==> src/rtl/conv_weight_stream_tx_3x3_if.sv <==
// Bundle for the weight transmitter: control pulses, the weight-memory
// read port and the outgoing weight stream.
// master = the transmitter, slave = its environment (controller, memory, consumer).
interface conv_weight_stream_tx_3x3_if #(
  parameter int DATA_WIDTH = 32,
  parameter int ADDR_WIDTH = 17
);
  logic                  start;
  logic                  next_group;
  logic                  hold;
  logic                  mem_rd_en;
  logic [ADDR_WIDTH-1:0] mem_addr;
  logic [DATA_WIDTH-1:0] mem_rd_data;
  logic                  valid_weight_out;
  logic [DATA_WIDTH-1:0] weight_out;
  logic                  group_last;
  logic                  busy;
  logic                  done;
  logic [DATA_WIDTH-1:0] checksum_out;

  modport master (
    input  start, next_group, hold, mem_rd_data,
    output mem_rd_en, mem_addr, valid_weight_out, weight_out,
           group_last, busy, done, checksum_out
  );

  modport slave (
    output start, next_group, hold, mem_rd_data,
    input  mem_rd_en, mem_addr, valid_weight_out, weight_out,
           group_last, busy, done, checksum_out
  );
endinterface

==> src/rtl/conv_weight_stream_tx_3x3.sv <==
// Weight transmitter for 3x3 conv layers: reads kernel weights from a
// 1-cycle-latency memory and streams them one output-channel group at a time.
// Optional macro WEIGHT_STREAM_CHECKSUM_EN adds a per-group wrapping checksum;
// without it checksum_out is tied to 0.
//
// state     | meaning
// IDLE      | waiting for start
// STREAM    | issuing reads for the current group (paused while hold is high)
// WAIT_NEXT | group fully issued, waiting for next_group
module conv_weight_stream_tx_3x3 #(
  parameter int DATA_WIDTH      = 32,
  parameter int CHANNEL_NUM_IN  = 64,
  parameter int CHANNEL_NUM_OUT = 128,
  parameter int KERNEL          = 3,
  parameter int ADDR_WIDTH      = 17
) (
  input  logic clk,
  input  logic reset,
  conv_weight_stream_tx_3x3_if.master bus
);
  localparam int G     = CHANNEL_NUM_IN * KERNEL * KERNEL;
  localparam int CNT_W = (G > 1) ? $clog2(G) : 1;
  localparam int OC_W  = (CHANNEL_NUM_OUT > 1) ? $clog2(CHANNEL_NUM_OUT) : 1;

  typedef enum logic [1:0] {IDLE, STREAM, WAIT_NEXT} state_t;

  state_t                state, state_nxt;
  logic [ADDR_WIDTH-1:0] rd_ptr, last_addr;
  logic [CNT_W-1:0]      rd_cnt;
  logic [OC_W-1:0]       oc;
  logic                  busy_q;
  logic                  issue, grp_end, layer_end, start_ok;
  logic                  v1, gl1, dn1;
  logic                  valid_q, gl_q, done_q;
  logic [DATA_WIDTH-1:0] weight_q;

  // State register.
  always_ff @(posedge clk) begin
    if (reset) state <= IDLE;
    else       state <= state_nxt;
  end

  // Next-state logic.
  always_comb begin
    state_nxt = state;
    case (state)
      IDLE:      if (start_ok) state_nxt = STREAM;
      STREAM:    if (grp_end)  state_nxt = layer_end ? IDLE : WAIT_NEXT;
      WAIT_NEXT: if (bus.next_group) state_nxt = STREAM;
      default:   state_nxt = IDLE;
    endcase
  end

  // FSM decode: read issue, group/layer end, start acceptance (blocked while
  // busy or while earlier reads are still in the pipeline).
  always_comb begin
    issue     = (state == STREAM) && !bus.hold;
    grp_end   = issue && (rd_cnt == CNT_W'(G - 1));
    layer_end = grp_end && (oc == OC_W'(CHANNEL_NUM_OUT - 1));
    start_ok  = (state == IDLE) && bus.start && !busy_q && !v1 && !valid_q;
  end

  // Address, in-group count, group index and busy flag.
  always_ff @(posedge clk) begin
    if (reset) begin
      rd_ptr    <= '0;
      last_addr <= '0;
      rd_cnt    <= '0;
      oc        <= '0;
      busy_q    <= 1'b0;
    end else begin
      if (start_ok) begin
        rd_ptr <= '0;
        rd_cnt <= '0;
        oc     <= '0;
        busy_q <= 1'b1;
      end else if (done_q) begin
        busy_q <= 1'b0;
      end
      if (issue) begin
        rd_ptr    <= rd_ptr + ADDR_WIDTH'(1);
        last_addr <= rd_ptr;
        rd_cnt    <= grp_end ? '0 : rd_cnt + CNT_W'(1);
      end
      if ((state == WAIT_NEXT) && bus.next_group) oc <= oc + OC_W'(1);
    end
  end

  // Two-stage output pipeline aligning flags with the registered read data.
  always_ff @(posedge clk) begin
    if (reset) begin
      v1       <= 1'b0;
      gl1      <= 1'b0;
      dn1      <= 1'b0;
      valid_q  <= 1'b0;
      gl_q     <= 1'b0;
      done_q   <= 1'b0;
      weight_q <= '0;
    end else begin
      v1      <= issue;
      gl1     <= grp_end;
      dn1     <= layer_end;
      valid_q <= v1;
      gl_q    <= gl1;
      done_q  <= dn1;
      if (v1) weight_q <= bus.mem_rd_data;
    end
  end

`ifdef WEIGHT_STREAM_CHECKSUM_EN
  logic [DATA_WIDTH-1:0] acc, csum_q;

  // Per-group wrapping sum; published the cycle after group_last.
  always_ff @(posedge clk) begin
    if (reset) begin
      acc    <= '0;
      csum_q <= '0;
    end else if (start_ok) begin
      acc <= '0;
    end else if (valid_q) begin
      if (gl_q) begin
        csum_q <= acc + weight_q;
        acc    <= '0;
      end else begin
        acc <= acc + weight_q;
      end
    end
  end

  assign bus.checksum_out = csum_q;
`else
  assign bus.checksum_out = '0;
`endif

  assign bus.mem_rd_en        = issue;
  assign bus.mem_addr         = issue ? rd_ptr : last_addr;
  assign bus.valid_weight_out = valid_q;
  assign bus.weight_out       = weight_q;
  assign bus.group_last       = gl_q;
  assign bus.done             = done_q;
  assign bus.busy             = busy_q;
endmodule

==> src/flat_wrapper.sv <==
// flat-port wrapper written by rule: the top's interface ports become plain ports
module conv_weight_stream_tx_3x3_flat 
#(
  parameter int DATA_WIDTH      = 32,
  parameter int CHANNEL_NUM_IN  = 64,
  parameter int CHANNEL_NUM_OUT = 128,
  parameter int KERNEL          = 3,
  parameter int ADDR_WIDTH      = 17
)
  (clk, reset, bus_start, bus_next_group, bus_hold, bus_mem_rd_data, bus_mem_rd_en, bus_mem_addr, bus_valid_weight_out, bus_weight_out, bus_group_last, bus_busy, bus_done, bus_checksum_out);
  conv_weight_stream_tx_3x3_if #(.DATA_WIDTH(DATA_WIDTH), .ADDR_WIDTH(ADDR_WIDTH)) bus_i ();
  input  logic clk;
  input  logic reset;
  input wire logic [$bits(bus_i.start)-1:0] bus_start;
  input wire logic [$bits(bus_i.next_group)-1:0] bus_next_group;
  input wire logic [$bits(bus_i.hold)-1:0] bus_hold;
  input wire logic [$bits(bus_i.mem_rd_data)-1:0] bus_mem_rd_data;
  output wire logic [$bits(bus_i.mem_rd_en)-1:0] bus_mem_rd_en;
  output wire logic [$bits(bus_i.mem_addr)-1:0] bus_mem_addr;
  output wire logic [$bits(bus_i.valid_weight_out)-1:0] bus_valid_weight_out;
  output wire logic [$bits(bus_i.weight_out)-1:0] bus_weight_out;
  output wire logic [$bits(bus_i.group_last)-1:0] bus_group_last;
  output wire logic [$bits(bus_i.busy)-1:0] bus_busy;
  output wire logic [$bits(bus_i.done)-1:0] bus_done;
  output wire logic [$bits(bus_i.checksum_out)-1:0] bus_checksum_out;
  assign bus_i.start = bus_start;
  assign bus_i.next_group = bus_next_group;
  assign bus_i.hold = bus_hold;
  assign bus_i.mem_rd_data = bus_mem_rd_data;
  assign bus_mem_rd_en = bus_i.mem_rd_en;
  assign bus_mem_addr = bus_i.mem_addr;
  assign bus_valid_weight_out = bus_i.valid_weight_out;
  assign bus_weight_out = bus_i.weight_out;
  assign bus_group_last = bus_i.group_last;
  assign bus_busy = bus_i.busy;
  assign bus_done = bus_i.done;
  assign bus_checksum_out = bus_i.checksum_out;
  conv_weight_stream_tx_3x3 #(.DATA_WIDTH(DATA_WIDTH), .CHANNEL_NUM_IN(CHANNEL_NUM_IN), .CHANNEL_NUM_OUT(CHANNEL_NUM_OUT), .KERNEL(KERNEL), .ADDR_WIDTH(ADDR_WIDTH)) u_core (.clk(clk), .reset(reset), .bus(bus_i));
endmodule
==> config.mk <==
export PLATFORM = sky130hd
export DESIGN_NAME = conv_weight_stream_tx_3x3_flat
export DESIGN_NICKNAME = d
export VERILOG_FILES = /design/src/rtl/conv_weight_stream_tx_3x3_if.sv /design/src/rtl/conv_weight_stream_tx_3x3.sv /design/src/flat_wrapper.sv
export SDC_FILE = /design/constraint.sdc
export NUM_CORES = 1
export LEC_CHECK = 0
export BUFFER_PORTS_ARGS = -buffer_cell sky130_fd_sc_hd__buf_2
export CAP_MARGIN = 15
export CORE_MARGIN = 1
export CORE_UTILIZATION = 35
export CTS_BUF_LIST = sky130_fd_sc_hd__clkbuf_4
export DETAILED_ROUTE_END_ITERATION = 10
export GPL_TIMING_DRIVEN = 0
export PLACE_DENSITY = 0.65
export SLEW_MARGIN = 0
export SYNTH_ARGS = -nofsm -noshare
export SYNTH_HDL_FRONTEND = slang
export SYNTH_SLANG_ARGS = --single-unit
==> constraint.sdc <==
create_clock -name clk -period 2.5 [get_ports clk]
set_input_delay 0.625 -clock clk [delete_from_list [all_inputs] [get_ports clk]]
set_output_delay 0.625 -clock clk [all_outputs]
set_load 0.03 [all_outputs]
==> results of run 1 <==
==> power groups by stage <==
stage	registers, W	logic, W	clock network (W)
final	0.00150	0.000415	0.000755
after global routing	0.00150	0.000444	0.000837
after CTS	0.00150	0.000407	0.000772
after detailed placement	0.00153	0.000353	0
after global placement	0.00153	0.000347	0
after floorplan	0.00156	0.000227	0
==> layout by cell type, fill, tap and decap left out, types with 6 or more instances in the layout <==
cell and instances:
conb_1 32, a21oi_1 36, nand4_1 7, clkbuf_1 12, o21ai_0 10, nand2_4 14
nor3_1 6, and3_1 7, mux2i_1 33, buf_2 76, nand2_1 41, nand3_1 16
nand2_2 14, clkbuf_4 10, buf_4 54, nor2_1 49, a31oi_1 7, dfxtp_1 90
buf_6 14
==> metrics by stage <==
step	instance area, um2	power (W)
finish	5350	0.002670
detailed placement	4746	0.001887
CTS	5236	0.002678
floorplan	4120	0.001791
global route	5348	0.002784
global placement	4746	0.001880
==> worst min path at each step <==
| stage | startpoint | endpoint | slack (ns) |
|---|---|---|---|
| global placement | u_core.gl1 | u_core.bus.group_last | 0.43 |
| detailed placement | u_core.gl1 | u_core.bus.group_last | 0.44 |
| finish | bus_mem_rd_data[21] | u_core.bus.weight_out[21] | 0.38 |
| global route | bus_mem_rd_data[21] | u_core.bus.weight_out[21] | 0.35 |
| CTS | bus_mem_rd_data[21] | u_core.bus.weight_out[21] | 0.36 |
| floorplan | u_core.dn1 | u_core.bus.done | 0.41 |
==> sequential cells by signal, indices dropped and copies added (netlist names), 2 cells and up <==
| signal | cells |
|---|---|
| u_core.bus.weight_out | 32 |
| u_core.last_addr | 17 |
| u_core.rd_ptr | 17 |
| u_core.rd_cnt | 10 |
| u_core.oc | 7 |
| u_core.state | 2 |
==> logic make-up (layout without fill, tap and decap cells) <==
kind of cell,after synthesis,after routing,share of synthesized area
flops,92,92,0.4600
simple gates,189,189,0.2241
xor+xnor,2,2,0.004376
mux,33,33,0.08250
fa+ha+maj,3,3,0.009376
buf+inv,62,186,0.09406
other cells,1,34,0.0009366
compound gates,80,80,0.1247
==> metal layers <==
| metal | vias up | wire (um) | global-route usage |
|---|---|---|---|
| li1 | 1859 | - | - |
| met1 | 1690 | 4532 | 0.2088 |
| met2 | 107 | 4923 | 0.2790 |
| met3 | 13 | 511 | 0.02750 |
| met4 | 0 | 153 | 0.07722 |
| met5 | - | 0 | 0 |
==> worst reg2reg max path: stages (launching register included) <==
cell       delay (ns)
dfxtp_1          0.32
buf_2            0.18
nor4_1           0.65
nand2_1          0.16
clkbuf_1         0.33
o2111ai_1        0.21
o41ai_1          0.10
==> cell type report <==
class                           instances  share of cell area
Multi-Input combinational cell        339              0.3849
Sequential cell                        92              0.3456
Timing Repair Buffer                  112              0.1399
Buffer                                 54             0.06922
Tap cell                              140             0.03274
Clock buffer                           10             0.01403
Clock inverter                          6            0.008887
Inverter                                4            0.003742
Antenna cell                            2           0.0009355
==> what timing repair did <==
item / CTS / global route
buffers inserted: 12 / 8
gates resized for setup: 75 / 29
pin swaps: 11 / 9
setup endpoints to repair: 18 / 18
cloned: 1 / 2
==> flow_metrics.tcl, run 1 <==
set metrics [dict create \
    cts_max_path_buffers 2 \
    worst-path-max-fanout 8 \
    regArea_um2 1849 \
    critPathBufInv 3 \
    p_comb_frac 0.155 \
    place.gp.congestion 0.7903 \
    final-instance-count-excl-fill 759 \
    synth_ff_type "dfxtp_1" \
    setup_slack_ns 0.02252 \
    routed_wl_um 10120 \
    rows 38 \
    synth_area_um2 4004 \
    fillerInstances 1081 \
    postRouteAntennaNets 0 \
    avgSynthCellArea_um2 8.666 \
    grt_pass1_wl_um 15330 \
    pre_cts_ws_ns -0.3111 \
    yosysTopAreaCell "dfxtp_1" \
    status "finished clean" \
    p_switching_w 0.0008037 \
    pin_count 123 \
    hold_path_class "input pin to flip-flop" \
    finalCriticalPeriod_ns 2.477 \
    switching_share 0.3010 \
    synth_cells 462 \
    path_cells "or3b_4, buf_8, clkbuf_16, nand2_4, nand2_2, buf_6" \
    fin_nets 652 \
    slew_viol_final 0 \
    cp.arrival_ns 1.85 \
    synth-seq-cells 92 \
    critPathKind "flip-flop to output pin" \
    reg2reg_from "u_core.v1" \
    timing.hold.ws_ns 0.3811 \
    htree_num_levels 3 \
    crit_path_end "bus_mem_addr[4]" \
    multi_input_area_um2 2059 \
    crit_path_max_incr_delay_ns 0.46 \
    dr.pass1.iters 5 \
    wl_per_cell_um 13.33 \
    utilization 0.4871 \
    ys_types 51 \
    drc_errors 0 \
    dp.cells 723 \
    powerDensity_nw_per_um2 499.1 \
    core_area_um2 10980 \
    p_leak_nw 2.441 \
    maxCapViolCount 0 \
    cts.sinks 92 \
    cp.depth 6 \
    hold_viol 0 \
    flow.area_growth_from_synthesis_pct 33.62 \
    power_frac_clock 0.283 \
    p_seq_frac 0.562 \
    endpoint_kind "output pin" \
    skew_ns 0.01989 \
    critPathLaunch "u_core.state[1]" \
    synth_top_area_share 0.4600 \
    synthTopCellsByCount "dfxtp_1, nand2_1, nor2_1, a21oi_1, buf_4" \
    initial_utilization 0.3645 \
    finalSetupViolations 0 \
    tightest_slew_ns 0.7759 \
    yosysMostFrequentCell "dfxtp_1" \
    grt.total_usage 0.1668 \
    drive_above_1_share 0.3274 \
    synth-async-reset-ratio 0 \
    viasPerCell 4.834 \
    die_y_um 109.0 \
    antenna_found_initial 1 \
    reg2reg_depth 6 \
    critical_path.top_delay_family "simple AND/OR/NAND/NOR gates" \
    die_area_um2 11870 \
    power.internal_w 0.001866 \
    r2r_slack_ns 0.47 \
    synth_seq_area_share 0.4600 \
    drt_iter0_markers 165 \
    startpoint_type "flip-flop" \
    cts_tree "yes" \
    finalCritPeriodShare 0.9910 \
    crit_slowest_cell "or3b_4" \
    grt_overflow 0 \
    cts.clk_slew.worst_paths_ns 0.16 \
    clk_latency_ns 0.46 \
    dp.final_hpwl_um 7187 \
    synth.area.top_cells "dfxtp_1, mux2i_1, buf_4, nand2_1, nor2_1" \
    dieWidth_um 109.0 \
    synth_warnings 0 \
    fin_tns_setup_ns 0 \
    required_ns 1.88 \
    max_freq_mhz 403.6 \
    cts_inserted_buffers 9 \
    synth-edff-count 0 \
    min_path_cells 3 \
    root_buffer "clkbuf_4" \
    reg2reg_to "u_core.rd_ptr[13]" \
    max_slew_margin 0.4796 \
    cts_hold_buf 0 \
    vdd_ir_drop_max_uv 243.1 \
    grt_pass1_vias 3319 \
    io_buffers 90 \
    rsz0062_at_grt "true" \
    grt_max_degree 17 \
    vias 3669 \
]
(Power assumes the default switching activity.)
==> inputs of run 2 (changes only) <==
CORE_ASPECT_RATIO = 2   (was not set)
==> run 2 against run 1 <==
Effect of this change: the run now ends with negative setup slack left; cell count is 0.26% higher; sequential share of layout area is 0.40 points lower; total power is 3.0% higher; core utilization is 0.44 points higher; routed wire length is 3.3% higher; die area is 0.22% higher; worst hold slack better by 0.019 ns; count of clock-buffer cells in the layout stayed put; combinational power is 2% higher; critical path depth is 1 higher; clock power is 9.7% higher; sequential power hardly changed.
==> flow_metrics.tcl, run 2 (same netlist as run 1, synthesis figures left out) <==
set metrics [dict create \
    root_buffer "clkbuf_4" \
    routed_wl_um 10450 \
    cp.arrival_ns 1.91 \
    io_buffers 90 \
    die_area_um2 11900 \
    powerDensity_nw_per_um2 508.3 \
    skew_ns 0.02447 \
    min_path_cells 3 \
    drc_errors 0 \
    hold_end "u_core.bus.weight_out[10]" \
    endpoint_kind "output pin" \
    drive_above_1_share 0.3274 \
    antenna_found_initial 1 \
    grt.total_usage 0.1714 \
    rsz0062_at_grt "true" \
    reg2reg_depth 8 \
    max_slew_margin 0.4367 \
    initial_utilization 0.3636 \
    cts.clk_slew.worst_paths_ns 0.16 \
    reg2reg_from "u_core.state[1]" \
    grt_pass1_wl_um 16240 \
    min_from "bus_mem_rd_data[10]" \
    max_freq_mhz 394.4 \
    mostFrequentLayoutCell "dfxtp_1" \
    largest_register_ffs 32 \
    maxCapViolCount 0 \
    critPathLaunch "u_core.state[1]" \
    grt_pass1_vias 3503 \
    required_ns 1.88 \
    finalSetupViolations 11 \
    layout_common_cells "dfxtp_1, buf_2, buf_4" \
    cts_tree "yes" \
    dp.cells 723 \
    pin_count 123 \
    cts.sinks 92 \
    vias 3781 \
    vdd_ir_drop_max_uv 339.1 \
    core_area_um2 11010 \
    p_leak_nw 2.394 \
    drt_iter0_markers 171 \
    wl_per_cell_um 13.73 \
    grt_max_degree 16 \
    finalCriticalPeriod_ns 2.536 \
    worst-path-max-fanout 8 \
    reg2reg_to "u_core.rd_ptr[15]" \
    dr.pass1.iters 4 \
    die_y_um 153.3 \
    postRouteAntennaNets 0 \
    violations "negative setup slack" \
    r2r_slack_ns 0.19 \
    dieWidth_um 77.63 \
    hold_path_class "input pin to flip-flop" \
    critPathKind "flip-flop to output pin" \
    htree_num_levels 3 \
    dp.final_hpwl_um 7348 \
    utilization 0.4915 \
    viasPerCell 4.968 \
    final-instance-count-excl-fill 761 \
    flow.area_growth_from_synthesis_pct 35.19 \
    place.gp.congestion 0.8680 \
    cts_inserted_buffers 9 \
    hold_viol 0 \
    tightest_slew_ns 0.8400 \
    rows 54 \
    clk_latency_ns 0.45 \
    startpoint_type "flip-flop" \
    fillerInstances 1037 \
    finalCritPeriodShare 1.014 \
    slew_viol_final 0 \
    grt_overflow 0 \
    status "finished with violations" \
    fin_nets 655 \
    cts_max_path_buffers 2 \
    setup_slack_ns -0.03569 \
]
run 2: cell count changes in the layout (fill, tap and decap cells not counted), sizes merged:
cell,change
buf,+2
bufinv,+1
clkbuf,+1
clkinv,-2
clkinvlp,+3
diode,-1
inv,-2
run 2: per-layer routing:
layer / part of all wire / track usage
met3: 0.053 / 0.04000
met4: 0.034 / 0.08176
met5: 0 / 0
met1: 0.37 / 0.1748
met2: 0.54 / 0.3190
run 2: cell type report:
| cell class | instances | area [um2] | area share |
|---|---|---|---|
| clock inverters | 6 | 65.06 | 0.01202 |
| inverters | 4 | 27.53 | 0.005086 |
| flip-flops and latches | 92 | 1849 | 0.3417 |
| repair buffers | 113 | 797.0 | 0.1472 |
| clock buffers | 10 | 75.07 | 0.01387 |
| plain buffers | 56 | 396.6 | 0.07328 |
| multi-input cells | 339 | 2024 | 0.3740 |
| diodes | 1 | 2.502 | 0.0004623 |
| well taps | 140 | 175.2 | 0.03236 |
run 2: critical path: stages, from the launching register on:
cell and delay [ns]:
dfxtp_4 0.37, or3b_1 0.38, buf_6 0.16, buf_8 0.14
buf_6 0.13, nand2_2 0.07, nand2_2 0.07, buf_6 0.14
run 2: power by group:
part / internal, W / switching [W] / leakage (nW)
Sequential: 0.00149 / 0.0000132 / 0.744
Clock: 0.000314 / 0.000514 / 0.0646
Combinational: 0.000162 / 0.000261 / 1.59
run 2: worst max path at each step:
stage                        to  slack [ns]  cells after the start
5_1_grt         bus_mem_addr[8]       -0.10                      7
3_3_place_gp    bus_mem_addr[4]       -0.33                      8
4_1_cts         bus_mem_addr[6]       -0.11                      8
6_report        bus_mem_addr[4]       -0.04                      7
2_1_floorplan  bus_mem_addr[11]        0.04                      7
3_5_place_dp    bus_mem_addr[4]       -0.35                      8
run 2: timing repair:
action,CTS,global route
hold buffers,0,0
resized for setup,70,26
gates cloned,1,3
setup endpoints to repair,18,18
pin swaps,6,14
setup buffers,13,6
run 2: metrics by stage:
step	hold slack (ns)	instance area [um2]	setup WS [ns]	TNS, ns	total power, W
global placement	0.4232	4746	-0.3341	-4.619	0.001882
CTS	0.3788	5239	-0.1108	-1.278	0.002762
global route	0.3765	5413	-0.1030	-1.498	0.002880
detailed placement	0.4247	4746	-0.3468	-4.743	0.001887
floorplan	0.4138	4120	0.03784	0	0.001791
finish	0.3998	5413	-0.03569	-0.2700	0.002751
==> inputs of run 3 (changes only) <==
CORE_UTILIZATION = 30   (was 35)
PLACE_DENSITY = not set   (was 0.65)
==> run 3 against run 2 <==
Effect of this change: the run still ends with negative setup slack left; total power up 1.0%; routed wire length up 2.6%; combinational power about the same; critical path type unchanged.
==> flow_metrics.tcl, run 3 (same netlist as run 1, synthesis figures left out) <==
set metrics [dict create \
    cts_hold_buf 0 \
    dieWidth_um 83.69 \
    cts_max_path_buffers 2 \
    cts.clk_slew.worst_paths_ns 0.16 \
    die_y_um 165.4 \
    largest_register_ffs 32 \
    switching_share 0.2944 \
    hold_path_class "input pin to flip-flop" \
    clk_latency_ns 0.47 \
    cp.arrival_ns 1.91 \
    drc_errors 0 \
    drt_iter0_markers 110 \
    setup_slack_ns -0.03490 \
    postRouteAntennaNets 0 \
    vias 3787 \
    reg2reg_depth 6 \
    powerDensity_nw_per_um2 508.7 \
    timing.hold.ws_ns 0.3772 \
    tightest_slew_ns 0.9072 \
    power_frac_clock 0.308 \
    reg2reg_from "u_core.state[1]" \
    critPathKind "flip-flop to output pin" \
    layout_common_cells "dfxtp_1, buf_2, buf_4" \
    min_from "bus_mem_rd_data[3]" \
    p_leak_nw 2.479 \
    status "finished with violations" \
    core_area_um2 12990 \
    r2r_slack_ns 0.34 \
    grt_pass1_wl_um 16350 \
    required_ns 1.88 \
    htree_num_levels 3 \
    finalCriticalPeriod_ns 2.535 \
    endpoint_kind "output pin" \
    power.internal_w 0.001961 \
    slew_viol_final 0 \
    max_slew_margin 0.3916 \
    flow.area_growth_from_synthesis_pct 36.47 \
    rsz0062_at_grt "true" \
    viasPerCell 4.918 \
    initial_utilization 0.3082 \
    critPathBufInv 3 \
    fin_nets 653 \
    cts.sinks 92 \
    startpoint_type "flip-flop" \
    dr.pass1.iters 4 \
    vdd_ir_drop_max_uv 235.0 \
    grt.total_usage 0.1502 \
    mostFrequentLayoutCell "dfxtp_1" \
    crit_path_max_incr_delay_ns 0.47 \
    p_switching_w 0.0008182 \
    grt_pass1_vias 3551 \
    maxCapViolCount 0 \
    skew_ns 0.02218 \
    p_seq_frac 0.540 \
    path_cells "or3b_4, buf_8, clkbuf_16, nand2_4, nand2_4, buf_6" \
    grt_overflow 0 \
    critPathLaunch "u_core.state[1]" \
    rows 59 \
    place.gp.congestion 0.8526 \
    finalCritPeriodShare 1.014 \
    antenna_found_initial 1 \
    critical_path.top_delay_family "simple AND/OR/NAND/NOR gates" \
    hold_viol 0 \
    max_freq_mhz 394.5 \
    cts_tree "yes" \
    final_cell_area_um2 5464 \
    crit_top_cell "nand2_4" \
    cts_inserted_buffers 9 \
    violations "negative setup slack" \
    finalSetupViolations 10 \
    crit_path_end "bus_mem_addr[9]" \
    crit_slowest_cell "or3b_4" \
    p_comb_frac 0.152 \
    utilization 0.4206 \
    root_buffer "clkbuf_4" \
    grt_max_degree 16 \
    place_area_um2 4761 \
    wl_per_cell_um 13.93 \
    power_w 0.002780 \
    drive_above_1_share 0.3436 \
    worst-path-max-fanout 7 \
    pin_count 123 \
    routed_wl_um 10720 \
    cp.depth 6 \
    die_area_um2 13840 \
    io_buffers 90 \
    reg2reg_to "u_core.oc[5]" \
    dp.final_hpwl_um 7539 \
]
## run 3: changes by cell type in the layout (fill, tap and decap cells not counted), sizes merged
cell	change
clkinvlp	-2
clkbuf	-1
buf	-1
clkinv	-1
inv	+2
## run 3: cell type report
| type | count | area (um2) |
|---|---|---|
| sequential | 92 | 1849 |
| tap | 152 | 190.2 |
| inverter | 4 | 22.52 |
| multi-input combinational | 339 | 2096 |
| fill | 1302 | 7528 |
| buffer | 55 | 390.4 |
| clock inverter | 5 | 62.56 |
| timing repair buffer | 112 | 775.7 |
| antenna | 1 | 2.502 |
| clock buffer | 10 | 75.07 |
## run 3: metrics by stage
step	instances	setup TNS [ns]	setup slack (ns)
CTS	764	-1.723	-0.1556
floorplan	493	0	0.03784
finish	770	-0.2602	-0.03490
global placement	735	-4.064	-0.2917
global route	770	-1.343	-0.1053
detailed placement	735	-4.223	-0.2981
## run 3: worst min-delay path, stage by stage
cell and delay (ns):
buf_2 0.07, mux2i_1 0.05, nor2_1 0.07
## run 3: layer usage
| metal | up-vias | global-route usage | routed length (um) |
|---|---|---|---|
| li1 | 1852 | - | - |
| met1 | 1748 | 0.1379 | 3781 |
| met2 | 157 | 0.2838 | 5865 |
| met3 | 30 | 0.03678 | 526 |
| met4 | 0 | 0.1086 | 550 |
| met5 | - | 0 | 0 |
## run 3: power by group through the flow
stage	clock, W	sequential [W]	combinational [W]
finish	0.000856	0.00150	0.000423
CTS	0.000888	0.00150	0.000416
detailed placement	0	0.00153	0.000353
floorplan	0	0.00156	0.000227
global route	0.000942	0.00151	0.000449
global placement	0	0.00153	0.000349
## run 3: worst min path at each step
stage / to / cells past startpoint / slack [ns]
after global routing: u_core.bus.weight_out[8] / 3 / 0.36
final: u_core.bus.weight_out[3] / 3 / 0.38
after CTS: u_core.bus.weight_out[8] / 3 / 0.35
after detailed placement: u_core.bus.group_last / 1 / 0.43
after floorplan: u_core.bus.done / 1 / 0.41
after global placement: u_core.bus.done / 1 / 0.42
## run 3: what timing repair did
action | 4_1_cts | 5_1_grt
gates cloned | 2 | 2
resized for setup | 96 | 22
pin swaps | 14 | 13
buffers inserted | 13 | 6
endpoints found under the setup margin | 18 | 18
